[src/rtl/multi_debounce.sv]
// -----------------------------------------------------------------------------
// multi_debounce
//   Multi-channel mechanical button conditioner. Every channel is synchronised,
//   debounced with its own stability counter, and decoded into single-cycle
//   press, release, long-press and auto-repeat pulses. Channels share only the
//   clock, the reset and the parameters.
//
// Ports
//   clk            system clock, all state updates on the rising edge
//   rst            asynchronous, active-low reset
//   noisy_btn      raw asynchronous button inputs, one bit per channel
//   clean_btn      registered debounced level, 1 = pressed
//   press_pulse    1-cycle pulse on clean 0->1
//   release_pulse  1-cycle pulse on clean 1->0
//   long_pulse     1-cycle pulse LONG_PRESS cycles after press_pulse
//   repeat_pulse   1-cycle pulse every REPEAT_PERIOD cycles after long_pulse
// -----------------------------------------------------------------------------
module multi_debounce #(
   parameter int unsigned       NUM_CH          = 4,
   parameter int unsigned       DEBOUNCE_DELAY  = 20,
   parameter int unsigned       SYNC_STAGES     = 2,
   parameter logic [NUM_CH-1:0] ACTIVE_LOW_MASK = {NUM_CH{1'b0}},
   parameter int unsigned       LONG_PRESS      = 100,
   parameter int unsigned       REPEAT_PERIOD   = 50
) (
   input  logic              clk,
   input  logic              rst,
   input  logic [NUM_CH-1:0] noisy_btn,
   output logic [NUM_CH-1:0] clean_btn,
   output logic [NUM_CH-1:0] press_pulse,
   output logic [NUM_CH-1:0] release_pulse,
   output logic [NUM_CH-1:0] long_pulse,
   output logic [NUM_CH-1:0] repeat_pulse
);

   localparam int unsigned     DB_W    = $clog2(DEBOUNCE_DELAY + 1);
   localparam logic [DB_W-1:0] DB_LAST = DB_W'(DEBOUNCE_DELAY - 1);

   for (genvar ch = 0; ch < NUM_CH; ch++) begin : g_ch
      logic                   in_lvl;
      logic [SYNC_STAGES-1:0] sync_q;
      logic                   s_lvl;
      logic [DB_W-1:0]        db_cnt;
      logic                   db_done;
      logic                   rise;
      logic                   fall;
      logic                   clean_q;
      logic                   press_q;
      logic                   rel_q;

      // Polarity is normalised before the synchroniser, so the released level
      // is always 0 inside the channel and the reset value of the flops.
      assign in_lvl = noisy_btn[ch] ^ ACTIVE_LOW_MASK[ch];
      assign s_lvl  = sync_q[SYNC_STAGES-1];

      // ---- stage: synchroniser ----
      always_ff @(posedge clk or negedge rst) begin
         if (!rst) begin
            sync_q <= '0;
         end else begin
            sync_q <= {sync_q[SYNC_STAGES-2:0], in_lvl};
         end
      end

      assign db_done = (s_lvl != clean_q) && (db_cnt == DB_LAST);
      assign rise    = db_done && s_lvl;
      assign fall    = db_done && !s_lvl;

      // ---- stage: debounce and edge decode ----
      // Any cycle where the synchronised level matches the clean level restarts
      // the count, so a bounce shorter than DEBOUNCE_DELAY never gets through.
      always_ff @(posedge clk or negedge rst) begin
         if (!rst) begin
            clean_q <= 1'b0;
            press_q <= 1'b0;
            rel_q   <= 1'b0;
            db_cnt  <= '0;
         end else begin
            press_q <= rise;
            rel_q   <= fall;
            if (db_done) begin
               clean_q <= s_lvl;
               db_cnt  <= '0;
            end else if (s_lvl != clean_q) begin
               db_cnt <= db_cnt + 1'b1;
            end else begin
               db_cnt <= '0;
            end
         end
      end

      assign clean_btn[ch]     = clean_q;
      assign press_pulse[ch]   = press_q;
      assign release_pulse[ch] = rel_q;

      if (LONG_PRESS > 0) begin : g_long
         localparam int unsigned       HOLD_MAX  = (LONG_PRESS > REPEAT_PERIOD) ?
                                                   LONG_PRESS : REPEAT_PERIOD;
         localparam int unsigned       HOLD_W    = $clog2(HOLD_MAX + 1);
         localparam logic [HOLD_W-1:0] LONG_LAST = HOLD_W'(LONG_PRESS - 1);

         logic [HOLD_W-1:0] hold_cnt;
         logic              long_done;
         logic              long_q;
         logic              hold_on;

         // A release on this edge counts as not held, which is what suppresses
         // a long/repeat pulse that would otherwise coincide with it.
         assign hold_on = clean_q && !fall;

         // ---- stage: hold timing ----
         // hold_cnt saturates at LONG_LAST; long_done keeps long_pulse to one
         // shot per press while the counter sits there.
         always_ff @(posedge clk or negedge rst) begin
            if (!rst) begin
               hold_cnt  <= '0;
               long_done <= 1'b0;
               long_q    <= 1'b0;
            end else begin
               long_q <= 1'b0;
               if (!hold_on) begin
                  hold_cnt  <= '0;
                  long_done <= 1'b0;
               end else if (hold_cnt == LONG_LAST) begin
                  if (!long_done) begin
                     long_q    <= 1'b1;
                     long_done <= 1'b1;
                  end
               end else begin
                  hold_cnt <= hold_cnt + 1'b1;
               end
            end
         end

         assign long_pulse[ch] = long_q;

         if (REPEAT_PERIOD > 0) begin : g_rep
            localparam int unsigned     PH_W     = $clog2(REPEAT_PERIOD + 1);
            localparam logic [PH_W-1:0] REP_LAST = PH_W'(REPEAT_PERIOD - 1);

            logic [PH_W-1:0] ph_cnt;
            logic            rep_q;

            // ---- stage: repeat phase ----
            // Phase starts at 0 on the long_pulse edge, so the first repeat
            // lands REPEAT_PERIOD cycles after long_pulse and then wraps.
            always_ff @(posedge clk or negedge rst) begin
               if (!rst) begin
                  ph_cnt <= '0;
                  rep_q  <= 1'b0;
               end else begin
                  rep_q <= 1'b0;
                  if (!hold_on || !long_done) begin
                     ph_cnt <= '0;
                  end else if (ph_cnt == REP_LAST) begin
                     rep_q  <= 1'b1;
                     ph_cnt <= '0;
                  end else begin
                     ph_cnt <= ph_cnt + 1'b1;
                  end
               end
            end

            assign repeat_pulse[ch] = rep_q;
         end else begin : g_no_rep
            assign repeat_pulse[ch] = 1'b0;
         end
      end else begin : g_no_long
         assign long_pulse[ch]   = 1'b0;
         assign repeat_pulse[ch] = 1'b0;
      end
   end

endmodule

[config.mk]
export PLATFORM = sky130hd
export DESIGN_NAME = multi_debounce
export DESIGN_NICKNAME = d
export VERILOG_FILES = /design/src/rtl/multi_debounce.sv
export SDC_FILE = /design/constraint.sdc
export NUM_CORES = 1
export LEC_CHECK = 0
export ABC_CLOCK_PERIOD_IN_PS = 3420
export CORE_MARGIN = 3
export CORE_UTILIZATION = 55
export CTS_CLUSTER_DIAMETER = 50
export DETAILED_ROUTE_END_ITERATION = 10
export PLACE_DENSITY = 0.84
export SLEW_MARGIN = 5
export SYNTH_ARGS = -nofsm -noshare
export SYNTH_HDL_FRONTEND = slang
export SYNTH_SLANG_ARGS = --single-unit
[constraint.sdc]
create_clock -name clk -period 3.42 [get_ports clk]
set_input_delay 0.513 -clock clk [delete_from_list [all_inputs] [get_ports clk]]
set_output_delay 0.513 -clock clk [all_outputs]
set_load 0.01 [all_outputs]
# Yosys cells after proc, flatten, opt, wreduce, memory -nomap -nowiden
# Index checks and enable logic that the tools add are counted.
[totals] regBits=104 latchBits=0 ram_bits=0 mem_bits_ro=0 inputBits=6 out_inout_bits=20 elab_cells=164 mem_count=0
[classes] n_addsub=12 multipliers=0 div=0 magnitude_cmp=0 eq_ne=24 shifts=0 mux=52 bitwise=0 n_reduce_logical=36
[ops] op="$mux W7" n=8
[ops] op="$mux W6" n=8
[ops] op="$mux W5" n=8
[ops] op="$add A7 B1 Y7 const B" n=4
[ops] op="$eq A7 B7 Y1 const B" n=4
[ops] op="$mux W1" n=28
[ops] op="$add A6 B1 Y6 const B" n=4
[ops] op="$eq A6 B6 Y1 const B" n=4
[ops] op="$add A5 B1 Y5 const B" n=4
[ops] op="$eq A5 B5 Y1 const B" n=4
[ops] op="$logic_and A1 B1 Y1" n=16
[ops] op="$logic_not A1 Y1" n=16
[ops] op="$ne A2 B1 Y1 const B" n=4
[ops] op="$ne A2 B2 Y1 const B" n=4
[ops] op="$logic_or A1 B1 Y1" n=4
[ops] op="$ne A1 B1 Y1" n=4

# Longest topological paths before layout
# Gate-level depths: netlist of the first run.
[logic_depth] depth_word=8 mapped_depth=5 depth_no_buf=5

# Worst setup path after synthesis of the first run
# OpenSTA, ideal clock, no wires.
[synth_timing] kind="register to register" start="register g_ch[1].db_cnt[0]" end="register g_ch[1].g_long.g_rep.ph_cnt[2]" setup_time_ns=0.141 t_arrival_ns=1.227 required_ns=3.279 slack_ns=2.052 path_stages_with_launch=6 n_path_buf=1 synth_period_minus_slack_ns=1.368 path_cell_list="dfrtp_1 ha_1 nand4bb_1 buf_2 o211ai_1 nor3_1"
[synth_between] elab_chain_cells=8
[synth_lines] element="start: declaration" line_no="43" rtl="logic [DB_W-1:0] db_cnt;"
[synth_lines] element="start signal: assignment" line_no="85" rtl="db_cnt <= db_cnt + 1'b1;"
[synth_lines] element="$eq A5 B5 Y1" line_no="65" rtl="assign db_done = (s_lvl != clean_q) && (db_cnt == DB_LAST);"
[synth_lines] element="$logic_and A1 B1 Y1" line_no="65"
[synth_lines] element="$logic_and A1 B1 Y1" line_no="67" rtl="assign fall = db_done && !s_lvl;"
[synth_lines] element="$logic_not A1 Y1" line_no="109" rtl="assign hold_on = clean_q && !fall;"
[synth_lines] element="$logic_and A1 B1 Y1" line_no="109"
[synth_lines] element="$logic_not A1 Y1" line_no="153" rtl="if (!hold_on || !long_done) begin"
[synth_lines] element="$logic_or A1 B1 Y1" line_no="153"
[synth_lines] element="$mux W6" line_no="153"
[synth_lines] element="end signal: assignment" line_no="159" rtl="ph_cnt <= ph_cnt + 1'b1;"
[synth_lines] element="end: declaration" line_no="141" rtl="logic [PH_W-1:0] ph_cnt;"
# No other way between the ends.
# A chain may end at the register's enable or synchronous reset.

# Worst setup path after layout of the first run
[layout_timing] start="register g_ch[3].clean_q" end="output port clean_btn[3]"
[layout_rtl] element="start: declaration" line_no="47" rtl="logic clean_q;"
[layout_rtl] element="start signal: assignment" line_no="82" rtl="clean_q <= s_lvl;"
[layout_rtl] element="end: declaration" line_no="29" rtl="output logic [NUM_CH-1:0] clean_btn,"
# No word-level cell between the ends.

==> metrics.cfg, run 1 <==
[floorplanning]
coreArea_um2 = 7928
ios = 26
initial_core_util = 0.5792
die_w_um = 97.37
rows = 32
fp.dieH_um = 97.37
die_area_um2 = 9481

[power_and_ir_drop]
power.leakage_uw = 0.002123
p_per_area_nw_per_um2 = 407.8
vdd.ir_drop.worst_uv = 176.7

[hold_path]
hp-class = primary input to async pin

[layout]
final_cell_mix = 104 x dfrtp_1, 37 x nor2_1, 31 x xor2_1
diodes = 0
area_growth_pct = 8.801
seqCellArea_um2 = 2603
layout_commonest_cell = dfrtp_1
nets = 442
nFillCells = 610
multi_input_area_um2 = 1800
final_util = 0.6302
post_route_cells_drive_above_1_share = 0.07529

[global_routing]
use_met2 = 0.3010
grt_max_degree = 64
met3_usage = 0.03374
antenna_found_initial = 0
grt_busiest_layer = met2
grt_pass1_vias = 3067
track_usage = 0.1734
globalRouteOverflowTotal = 0
grt_pass1_wl_um = 13530
grt_use_met1 = 0.2174

[clocking]
cts_tree = built
clock_sinks = 104
cts_resized = 0
cts_max_level = 3
post_cts_buffers = 0
clk_path_buf_depth = 2
clk-insertion-delay-late_ps = 350
cts_buffers = 9
clkTransAtPathRegs_ps = 90
cts_hold_buf = 0
cts_root_buffer = clkbuf_8

[outcome]
outcome = finished clean

[routing]
antenna_left = 0
drt_iter0_drc = 123
routed-via-count = 2945
firstDrtPassIters = 4
finalWirelength_um = 7475
wl_per_cell_um = 14.18
via_per_inst = 5.588
drc = 0

[yosys]
yosysSeqAreaShare = 0.5668
netlist_top_cells_area = dfrtp_1 57%, xor2_1 5.9%, ha_1 4.4%, buf_4 3.3%, nor3_1 3.1%
syn_inst = 407
yosysTopAreaCell = dfrtp_1
yosysUniqueCellTypes = 35
ys_ff_latch = 104
syn_area_um2 = 4592
synth_top_cell_area_share = 0.5668
yosys_warnings = 0
synthesis.nets = 429
avgSynthCellArea_um2 = 11.28

[worst_setup_path]
critical-path-max-stage-delay_ps = 580
crit_fanout = 7
crit_required_ps = 2910
critPathSlowestCell = clkdlybuf4s50_1
crit_family = buffers and inverters
critPathCaptureType = output port
cp_cell_sequence = clkdlybuf4s50_1
worst-path-buf-inv = 1
start_kind = register
cp.arrival_ps = 1420
crit_type = register to output port

[timing]
fin_skew_ps = 7.869
setup_violations = 0
rsz0062_at_grt = no
slew_headroom = 0.4743
tightestPinTransition_ps = 788.5
setup_tns_ps = 0
fin_crit_sh = 0.5638
fmax_ghz = 0.5186
drv_slew = 0
period_needed_ps = 1928
finalHoldViolations = 0

[placed_design]
place.gp.congestion = 0.8253
portBuffers = 25
hpwl_um = 5260

[run]
drv_cap = 0

[synth_stat cells]
cell type / instances
nand4bb_1: 5
nand4_1: 4
nor3b_1: 8
and3_1: 4
buf_4: 20
buf_1: 1
nor4bb_1: 1
o21a_1: 3
a21oi_1: 14
and4_1: 1
a211oi_1: 4
dfrtp_1: 104
nand4b_1: 3
ha_1: 16
nor3_1: 28
inv_1: 4
nor4b_1: 3
nand2_1: 18
o21ai_0: 19
buf_2: 4
o211ai_1: 4
xor2_1: 31
mux2_2: 4
nor3_2: 3
nor4_1: 4
nor2b_1: 2
a21boi_0: 1
or3_1: 12
or4b_4: 3
nand3_1: 26
a31oi_1: 3
nand2b_1: 1
xnor2_1: 8
nor2_1: 37
o21ai_2: 4
[state kept, by name, summed over array words and instances (netlist names), 8 cells and up]
| name | cells |
|---|---|
| g_ch.db_cnt | 20 |
| g_ch.g_long.hold_cnt | 28 |
| g_ch.sync_q | 8 |
| g_ch.g_long.g_rep.ph_cnt | 24 |
[per-stage QoR]
| stage | hold WS [ps] | area [um2] | worst slack, ps | cells | power, uW |
|---|---|---|---|---|---|
| after floorplan | 217.4 | 4592 | 2052 | 407 | 1302 |
| after global placement | 336.4 | 4808 | 1770 | 511 | 1338 |
| after detailed placement | 344.3 | 4808 | 1674 | 511 | 1341 |
| after CTS | 260.9 | 4996 | 1469 | 527 | 2063 |
| after global routing | 284.0 | 4996 | 1419 | 527 | 2132 |
| final | 225.0 | 4996 | 1492 | 527 | 2037 |
[path summary, 6_finish.rpt]
check / startpoint / end / slack [ps] / cells past startpoint
worst min-delay path: rst / g_ch[1].db_cnt[4]$_DFF_PN0_ / 220 / 1
worst max register to register: g_ch[1].db_cnt[0]$_DFF_PN0_ / g_ch[1].g_long.g_rep.ph_cnt[2]$_DFF_PN0_ / 1650 / 4
worst min register to register: g_ch[0].sync_q[0]$_DFF_PN0_ / g_ch[0].sync_q[1]$_DFF_PN0_ / 360 / 0
worst max-delay path: g_ch[3].clean_q$_DFFE_PN0P_ / clean_btn[3] / 1490 / 1
max in group asynchronous: rst / g_ch[1].g_long.hold_cnt[5]$_DFFE_PN0P_ / 2390 / 2
min in group clk: g_ch[0].sync_q[0]$_DFF_PN0_ / g_ch[0].sync_q[1]$_DFF_PN0_ / 360 / 0
[kinds of logic after synthesis]
family          Yosys count  share of synthesized area
simple gates            163                     0.1970
flops                   104                     0.5668
compound gates           52                    0.06730
xor+xnor                 39                    0.07439
buf+inv                  29                    0.04114
fa+ha+maj                16                    0.04360
mux                       4                   0.009809
[per-layer routing]
layer,wire (um),share of wire,up-vias
met4,85,0.011,0
met5,0,0,-
li1,-,-,1443
met1,3360,0.45,1460
met2,3844,0.51,35
met3,185,0.025,7
[power by group]
| part | switching [uW] | internal, uW | total, uW |
|---|---|---|---|
| clock network | 388 | 335 | 723 |
| registers | 14.2 | 1240 | 1260 |
| logic | 35.9 | 19.7 | 55.6 |
[area by class of cell]
type	count	share of cell area
sequential	104	0.5209
tap	102	0.02554
inverter	4	0.003005
clock buffer	10	0.02554
timing repair buffer	27	0.05259
multi-input combinational	274	0.3604
clock inverter	6	0.01202
(Power assumes the default switching activity.)
==> run 2, diff against run 1 <==
--- a/config.mk
+++ b/config.mk
@@ -5,12 +5,12 @@
 export SDC_FILE = /design/constraint.sdc
 export NUM_CORES = 1
 export LEC_CHECK = 0
-export ABC_CLOCK_PERIOD_IN_PS = 3420
+export ABC_CLOCK_PERIOD_IN_PS = 1700
 export CORE_MARGIN = 3
-export CORE_UTILIZATION = 55
+export CORE_UTILIZATION = 53
 export CTS_CLUSTER_DIAMETER = 50
 export DETAILED_ROUTE_END_ITERATION = 10
-export PLACE_DENSITY = 0.84
+export PLACE_DENSITY = 0.85
 export SLEW_MARGIN = 5
 export SYNTH_ARGS = -nofsm -noshare
 export SYNTH_HDL_FRONTEND = slang
==> constraint.sdc (replaced) <==
create_clock -name clk -period 1.7 [get_ports clk]
set_input_delay 0.255 -clock clk [delete_from_list [all_inputs] [get_ports clk]]
set_output_delay 0.255 -clock clk [all_outputs]
set_load 0.01 [all_outputs]
==> run 2 against run 1 <==
- die area rose by 3.5%
- critical path depth did not move
- first-iteration DRC count fell by 0.81%
- setup slack got worse by 1400 ps
- core utilization fell by 1.0 points
==> metrics.cfg, run 2 (synthesis gave the netlist of run 1 again) <==
[worst_setup_path]
crit_type = register to output port
reg2reg_setup_slack_ps = 110  ; -1540 ps
crit_start = g_ch[1].clean_q$_DFFE_PN0P_
start_kind = register
crit_required_ps = 1440  ; -1470 ps
critPathCaptureType = output port
r2r_end = g_ch[3].g_long.g_rep.ph_cnt[3]$_DFF_PN0_
r2r_cells = 5  ; +1
cp_cell_sequence = clkdlybuf4s50_1
r2r_start = g_ch[3].db_cnt[0]$_DFF_PN0_
worst-path-buf-inv = 1  ; unchanged
crit_family = buffers and inverters
critPathSlowestCell = clkdlybuf4s50_1
critical-path-max-stage-delay_ps = 560  ; -20 ps
cp.arrival_ps = 1380  ; -40 ps
crit_fanout = 7  ; unchanged

[global_routing]
track_usage = 0.1703  ; -0.003055
grt_pass1_vias = 3092  ; +0.82%
grt_max_degree = 39  ; -39%
grt_pass1_wl_um = 13740  ; +1.5%
antenna_found_initial = 0  ; unchanged
globalRouteOverflowTotal = 0  ; unchanged

[timing]
fin_skew_ps = 6.987  ; -0.8828 ps
setup_tns_ps = 0  ; unchanged
setup_violations = 0  ; unchanged
finalHoldViolations = 0  ; unchanged
fmax_ghz = 0.6127
slew_headroom = 0.7107  ; +0.2364
tightestPinTransition_ps = 428.0  ; -360.6 ps
period_needed_ps = 1632
drv_slew = 0  ; unchanged
fin_crit_sh = 0.9601
rsz0062_at_grt = yes

[power_and_ir_drop]
power_switching_share = 0.2101  ; -0.004972
power.leakage_uw = 0.002176  ; +2.5%
p_switching_uw = 939.8  ; +110%
intPower_uw = 3534  ; +120%
power_frac_comb = 0.028  ; about the same
seqPwrFrac = 0.566  ; -0.052
p_per_area_nw_per_um2 = 869.6  ; +110%
clkPwrFrac = 0.405  ; +0.050
vdd.ir_drop.worst_uv = 484.5  ; +170%

[routing]
wl_per_cell_um = 14.30  ; +0.83%
via_per_inst = 5.670  ; +1.5%
drc = 0  ; unchanged
routed-via-count = 3039  ; +3.2%
drt_iter0_drc = 122  ; -0.81%
antenna_left = 0  ; unchanged
finalWirelength_um = 7666  ; +2.6%
firstDrtPassIters = 4  ; unchanged

[outcome]
outcome = finished clean

[placed_design]
place.gp.congestion = 0.8327  ; +0.90%
portBuffers = 25  ; unchanged
hpwl_um = 5292  ; +0.59%
dp.cells = 519  ; +1.6%

[layout]
area_growth_pct = 12.04
multi_input_area_um2 = 1813  ; +0.69%
diodes = 0  ; unchanged
top_register = g_ch.g_long.hold_cnt
reg.largest.list = g_ch.g_long.hold_cnt x28, g_ch.g_long.g_rep.ph_cnt x24, g_ch.db_cnt x20
final_cell_mix = 100 x dfrtp_1, 37 x nor2_1, 31 x xor2_1
nets = 448  ; +1.4%
nFillCells = 618  ; +1.3%
post_route_cells_drive_above_1_share = 0.09977  ; +0.02447
layout_commonest_cell = dfrtp_1
layoutNonFillerInstCount = 536  ; +1.7%
largest_reg_flops = 28  ; unchanged
seqCellArea_um2 = 2608  ; +0.19%

[floorplanning]
coreArea_um2 = 8299  ; +4.7%
ios = 26  ; unchanged
fp.dieH_um = 99.08  ; +1.8%
die_area_um2 = 9817  ; +3.5%
rows = 33  ; +3.1%
die_w_um = 99.08  ; +1.8%
initial_core_util = 0.5533  ; -0.02594

[hold_path]
hp-class = primary input to async pin

[clocking]
cts_buffers = 9  ; unchanged
clock_sinks = 104  ; unchanged
post_cts_buffers = 0  ; unchanged
cts_tree = built
clk_path_buf_depth = 2  ; unchanged
clk-insertion-delay-late_ps = 360  ; about the same
cts_max_level = 3  ; unchanged
cts_root_buffer = clkbuf_8
clkTransAtPathRegs_ps = 100  ; about the same

[run]
drv_cap = 0  ; unchanged

run 2: cell types whose count changed in the layout (fill, tap and decap cells not counted), moves of 2 or more:
cell       previous run  this run
bufinv_16             1         3
dfrtp_2               0         4
buf_4                 3         6
buf_12                0         2
dfrtp_1             104       100
clkinv_2              3         1
run 2: what timing repair did:
item,4_1_cts,5_1_grt
hold buffers,1,0
setup endpoints to repair,2,19
hold endpoints to repair,80,0
resized for setup,2,4
run 2: through the flow:
step	hold slack (ps)	cell area, um2	utilization	power, uW	setup WS (ps)
2_1_floorplan	-40.59	4592	-	2619	332.0
3_3_place_gp	111.1	4875	0.5874	2701	171.8
3_5_place_dp	115.2	4875	0.5874	2708	107.6
4_1_cts	259.7	5130	0.6181	4525	22.60
5_1_grt	264.6	5145	0.6199	4644	-5.491
6_report	266.1	5145	0.6199	4474	67.90
run 2: power by group through the flow:
stage / clock network [uW] / logic (uW) / registers [uW]
3_5_place_dp: 0 / 126 / 2580
2_1_floorplan: 0 / 42.8 / 2580
4_1_cts: 1860 / 132 / 2530
5_1_grt: 1960 / 146 / 2540
3_3_place_gp: 0 / 122 / 2580
6_report: 1810 / 126 / 2530
run 2: worst reg2reg max path: stages (launching register included):
cell and delay [ps]:
dfrtp_1 390, ha_1 230, nand4bb_1 300, o211ai_1 300, buf_4 190, nor3_1 60
run 2: per-layer routing:
metal | vias up | routed length, um | track usage
li1 | 1457 | - | -
met1 | 1522 | 3353 | 0.2146
met4 | 0 | 155 | 0.07878
met5 | - | 0 | 0
met3 | 13 | 226 | 0.03255
met2 | 47 | 3930 | 0.2841
run 2: layout make-up:
class / count / area share
timing repair buffer: 33 / 0.06518
inverter: 4 / 0.002918
multi-input combinational: 274 / 0.3524
tap: 105 / 0.02554
clock inverter: 7 / 0.02310
sequential: 104 / 0.5068
clock buffer: 9 / 0.02408
run 2: how the worst max path moves through the flow:
stage,to,slack [ps],cells past startpoint
6_report,clean_btn[1],70,1
2_1_floorplan,g_ch[1].g_long.g_rep.ph_cnt[2]$_DFF_PN0_,330,5
3_5_place_dp,g_ch[1].g_long.long_q$_DFF_PN0_,110,4
4_1_cts,clean_btn[3],20,1
3_3_place_gp,g_ch[0].g_long.long_q$_DFF_PN0_,170,4
5_1_grt,g_ch[0].g_long.long_q$_DFF_PN0_,-5,4
